<file path="src/rtl/dvi_pkg.sv">
// Shared DVI/TMDS constants and types: symbol and disparity widths, control tokens,
// and the stage-1 transition-minimising chain.
package dvi_pkg;

    localparam int SYM_W  = 10;
    localparam int DISP_W = 5;

    typedef logic [SYM_W-1:0]         sym_t;
    typedef logic signed [DISP_W-1:0] disp_t;

    // Indexed by {c1,c0}; bit 0 of each token is sent first.
    localparam sym_t CTRL_TOKEN [0:3] = '{
        10'b1101010100,
        10'b0010101011,
        10'b0101010100,
        10'b1010101011
    };

    // q_m[8] records the chosen mode: 1 = XOR chain, 0 = XNOR chain.
    function automatic logic [8:0] tm_encode(input logic [7:0] d, input logic xnor_mode);
        logic [8:0] q_m;
        q_m    = '0;
        q_m[0] = d[0];
        for (int i = 1; i < 8; i++) begin
            q_m[i] = xnor_mode ? ~(q_m[i-1] ^ d[i]) : (q_m[i-1] ^ d[i]);
        end
        q_m[8] = ~xnor_mode;
        return q_m;
    endfunction

endpackage

</file>
<file path="src/rtl/tmds_encoder_popcount8.sv">
// Combinational ones-count of an 8-bit vector.
// Latency 0; no flow control.
module popcount8 (
    input  logic [7:0] d_i,
    output logic [3:0] cnt_o
);

    always_comb begin
        cnt_o = 4'd0;
        for (int i = 0; i < 8; i++) begin
            cnt_o = cnt_o + {3'b000, d_i[i]};
        end
    end

endmodule

</file>
<file path="src/rtl/tmds_encoder.sv">
// DVI TMDS 8b/10b encoder for one colour channel: stage 1 minimises transitions, stage 2 balances DC.
// Latency 2 clocks, one symbol per clock, no backpressure.
module tmds_encoder
    import dvi_pkg::*;
(
    input  logic             clk_i,
    input  logic             rst_i,
    input  logic             de_i,
    input  logic [7:0]       d_i,
    input  logic [1:0]       c_i,
    output logic [SYM_W-1:0] q_o
);

    // Stage 1
    logic [3:0] n1_d;
    logic       xnor_mode;
    logic [8:0] q_m_d, q_m_q;
    logic       de_d,  de_q;
    logic [1:0] c_d,   c_q;

    popcount8 u_pop_s1 (
        .d_i   (d_i),
        .cnt_o (n1_d)
    );

    always_comb begin
        xnor_mode = (n1_d > 4'd4) || ((n1_d == 4'd4) && !d_i[0]);
        q_m_d     = tm_encode(d_i, xnor_mode);
        de_d      = de_i;
        c_d       = c_i;
    end

    always_ff @(posedge clk_i or posedge rst_i) begin
        if (rst_i) begin
            q_m_q <= '0;
            de_q  <= 1'b0;
            c_q   <= 2'b00;
        end else begin
            q_m_q <= q_m_d;
            de_q  <= de_d;
            c_q   <= c_d;
        end
    end

    // Stage 2
    logic [3:0] n1q, n0q;
    disp_t      n1s, n0s, bal;
    disp_t      cnt_d, cnt_q;
    sym_t       q_d, q_q;

    popcount8 u_pop_s2 (
        .d_i   (q_m_q[7:0]),
        .cnt_o (n1q)
    );

    always_comb begin
        n0q   = 4'd8 - n1q;
        n1s   = $signed({1'b0, n1q});
        n0s   = $signed({1'b0, n0q});
        bal   = n1s - n0s;
        q_d   = q_q;
        cnt_d = cnt_q;
        if (!de_q) begin
            q_d   = CTRL_TOKEN[c_q];
            cnt_d = '0;
        end else if ((cnt_q == 5'sd0) || (n1q == n0q)) begin
            q_d   = {~q_m_q[8], q_m_q[8], (q_m_q[8] ? q_m_q[7:0] : ~q_m_q[7:0])};
            cnt_d = q_m_q[8] ? (cnt_q + bal) : (cnt_q - bal);
        end else if (((cnt_q > 5'sd0) && (n1q > n0q)) || ((cnt_q < 5'sd0) && (n0q > n1q))) begin
            // Invert the data to pull the running disparity back toward zero.
            q_d   = {1'b1, q_m_q[8], ~q_m_q[7:0]};
            cnt_d = cnt_q - bal + (q_m_q[8] ? 5'sd2 : 5'sd0);
        end else begin
            q_d   = {1'b0, q_m_q[8], q_m_q[7:0]};
            cnt_d = cnt_q + bal - (q_m_q[8] ? 5'sd0 : 5'sd2);
        end
    end

    always_ff @(posedge clk_i or posedge rst_i) begin
        if (rst_i) begin
            q_q   <= CTRL_TOKEN[0];
            cnt_q <= '0;
        end else begin
            q_q   <= q_d;
            cnt_q <= cnt_d;
        end
    end

    assign q_o = q_q;

endmodule
</file>
<file path="config.mk">
export PLATFORM = sky130hd
export DESIGN_NAME = tmds_encoder
export DESIGN_NICKNAME = d
export VERILOG_FILES = /design/src/rtl/dvi_pkg.sv /design/src/rtl/tmds_encoder_popcount8.sv /design/src/rtl/tmds_encoder.sv
export SDC_FILE = /design/constraint.sdc
export NUM_CORES = 1
export LEC_CHECK = 0
export CORE_MARGIN = 10
export CORE_UTILIZATION = 53
export DETAILED_ROUTE_END_ITERATION = 12
export MAX_ROUTING_LAYER = met4
export PLACE_DENSITY = 0.76
export SYNTH_ARGS = -nofsm -noshare
export SYNTH_HDL_FRONTEND = slang
export SYNTH_SLANG_ARGS = --single-unit
export TNS_END_PERCENT = 50
</file>
<file path="constraint.sdc">
create_clock -name clk_i -period 12.8 [get_ports clk_i]
set_input_delay 1.92 -clock clk_i [delete_from_list [all_inputs] [get_ports clk_i]]
set_output_delay 1.92 -clock clk_i [all_outputs]
set_load 0.01 [all_outputs]
</file>
==> flow_metrics.env <==
export IMPL_vias=1500
export IMPL_drt_pass1_iter_count=5
export IMPL_rsz0062_at_grt="no"
export IMPL_crit_path_end_kind="flop"
export IMPL_slew_headroom_pct=35.2
export IMPL_routed_via_density=5.42
export IMPL_yosysTopAreaCell="dfrtp_1"
export IMPL_fillers=297
export IMPL_die_area_mm2=0.00667
export IMPL_overflow=0
export IMPL_placementRows=22
export IMPL_core_region_area_mm2=0.00366
export IMPL_synth_seq_cells=27
export IMPL_port_buffers=22
export IMPL_async_flop_share_pct=100
export IMPL_timing_final_crit_share_pct=43.4
export IMPL_syn_inst=207
export IMPL_cts_sinks=27
export IMPL_syn_to_final_growth_pct=15.0
export IMPL_syn_area_per_cell_um2=9.74
export IMPL_final_cell_area_mm2=0.00232
export IMPL_dpl_cell_area_mm2=0.00227
export IMPL_final_max_slew_viol_count=0
export IMPL_cts_htree_levels=1
export IMPL_yosysTopAreaCellShare_pct=27.3
export IMPL_critical_path_startpoint="d_i[0]"
export IMPL_placed_cells=273
export IMPL_synth_edf_count=0
export IMPL_initial_core_util_pct=55.1
export IMPL_antenna_found_initial=0
export IMPL_final_setup_tns_ns=0
export IMPL_ios=23
export IMPL_regArea_um2=682
export IMPL_worst_path_max_fanout=3
export IMPL_crit_arrival_ns=5.69
export IMPL_gp_congestion=0.888
export IMPL_r2r_start="q_m_q[0]$_DFF_PP0_"
export IMPL_routed_wl_um=3750
export IMPL_tightest_slew_ns=0.970
export IMPL_cp_start_kind="input port"
export IMPL_root_buffer="clkbuf_8"
export IMPL_path_class="in2reg"
export IMPL_r2r_setup_slack_ns=8.25
export IMPL_layout_common_cells="36 x inv_1, 22 x dfrtp_1, 22 x clkdlybuf4s50_1, 20 x ha_1, 13 x o21ai_0"
export IMPL_syn_area_mm2=0.00202
export IMPL_finalSetupViolCount=0
export IMPL_whs_ns=0.530
export IMPL_timing_fmax_ghz=0.180
export IMPL_remaining_drc_errors=0
export IMPL_endpoint="q_m_q[5]$_DFF_PP0_"
export IMPL_hold_buffers=0
export IMPL_rr_endpoint="cnt_q[4]$_DFF_PP0_"
export IMPL_drv_cap=0
export IMPL_grt_pass1_wl_um=6560
export IMPL_postRouteAntennaNets=0
export IMPL_multi_input_area_mm2=0.00117
export IMPL_reg2regPathDepth=14
export IMPL_post_dp_hpwl_um=3070
export IMPL_grt_total_usage_pct=12.4
export IMPL_ys_warn_count=0
export IMPL_ys_types=41
export IMPL_clk_pin_slew_worst_paths_ns=0.08
export IMPL_hold_viol=0
export IMPL_synth_ff_type="dfrtp_1"
export IMPL_post_route_min_period_ns=5.55
export IMPL_status="finished, final reports clean"
export IMPL_grt_pass1_vias=1467
export IMPL_syn_nets=249
export IMPL_hold_class="reg2reg"
export IMPL_grt_max_degree=28
export IMPL_drtIter0Drc=112
export IMPL_cts_made_buffers=3
export IMPL_crit_required_ns=12.94
export IMPL_insertion_delay_ns=0.26
export IMPL_fp_dieH_um=81.7
export IMPL_nNetsFinal=272
export IMPL_synth_seq_area_share_pct=33.8
export IMPL_cts_resized=0
export IMPL_fin_skew_ns=0.00198
export IMPL_layout_commonest_cell="inv_1"
export IMPL_wire_per_inst_um=13.5
export IMPL_cts_buffer_depth=2
export IMPL_drive_gt1_share_pct=7.86
export IMPL_diodes=0
export IMPL_postCtsSetupRepairBufs=0
export IMPL_cts_tree="built"
export IMPL_synth_area_leaders="dfrtp_1 27%, ha_1 12%, fa_1 8.9%"
export IMPL_fp_dieW_um=81.7
export IMPL_instances_no_fill=277
[per-stage QoR]
stage / setup WS (ns) / util [%]
2_1_floorplan: 7.69 / -
5_1_grt: 7.07 / 63.3
6_report: 7.25 / 63.3
3_3_place_gp: 7.09 / 62.1
3_5_place_dp: 6.97 / 62.1
4_1_cts: 7.26 / 63.3
[synthesized netlist by cell type (5+ instances only)]
| cell type | n |
|---|---|
| a21oi_1 | 10 |
| a31oi_1 | 8 |
| dfrtp_1 | 22 |
| dfstp_2 | 5 |
| fa_1 | 9 |
| ha_1 | 20 |
| inv_1 | 36 |
| nand2_1 | 9 |
| nor2_1 | 8 |
| o21ai_0 | 13 |
| or3_1 | 6 |
| xnor2_1 | 11 |
[sequential cells by signal, indices dropped and copies added, names as in the netlist]
register  count
de_q          1
q_o          10
q_m_q         9
cnt_q         5
c_q           2
[logic make-up (layout without fill, tap and decap cells)]
logic type | count (synthesis) | count (layout) | share of synthesized area [%]
AO/OA/AOI/OAI | 51 | 51 | 17.1
XOR/XNOR | 16 | 16 | 7.32
adder cells (fa/ha/maj) | 29 | 29 | 21.3
buffers and inverters | 41 | 63 | 8.06
flip-flops | 27 | 27 | 33.8
multiplexers | 2 | 2 | 0.993
AND/OR/NAND/NOR | 41 | 41 | 11.4
[worst max-delay path: stages]
cell             delay, ns
clkdlybuf4s50_1       0.45
ha_1                  0.35
inv_1                 0.06
fa_1                  0.47
fa_1                  0.49
inv_1                 0.05
fa_1                  0.40
fa_1                  0.45
nor3b_1               0.26
o21ai_0               0.11
a21oi_1               0.32
xnor2_1               0.24
xnor2_1               0.13
[how the worst min path moves through the flow]
stage / from / end / slack, ns / cells past startpoint
2_1_floorplan: cnt_q[0]$_DFF_PP0_ / cnt_q[0]$_DFF_PP0_ / 0.48 / 1
3_3_place_gp: cnt_q[0]$_DFF_PP0_ / cnt_q[0]$_DFF_PP0_ / 0.51 / 1
3_5_place_dp: cnt_q[0]$_DFF_PP0_ / cnt_q[0]$_DFF_PP0_ / 0.51 / 1
4_1_cts: cnt_q[0]$_DFF_PP0_ / cnt_q[0]$_DFF_PP0_ / 0.53 / 1
5_1_grt: cnt_q[0]$_DFF_PP0_ / cnt_q[0]$_DFF_PP0_ / 0.55 / 1
6_report: cnt_q[0]$_DFF_PP0_ / cnt_q[0]$_DFF_PP0_ / 0.53 / 1
[final cells by class]
type	instances	area share [%]
multi-input combinational	139	50.6
sequential	27	29.4
inverter	37	5.99
timing repair buffer	22	9.50
tap	48	2.59
clock buffer	4	1.94
[metal layers]
layer,track usage [%],wire [um]
met1,15.3,1750
met2,20.4,1800
met3,2.84,174
met4,2.38,35
met5,-,0
Power is not shown: default switching activity piles up to over one toggle a cycle in this logic, so the estimate is an artifact.
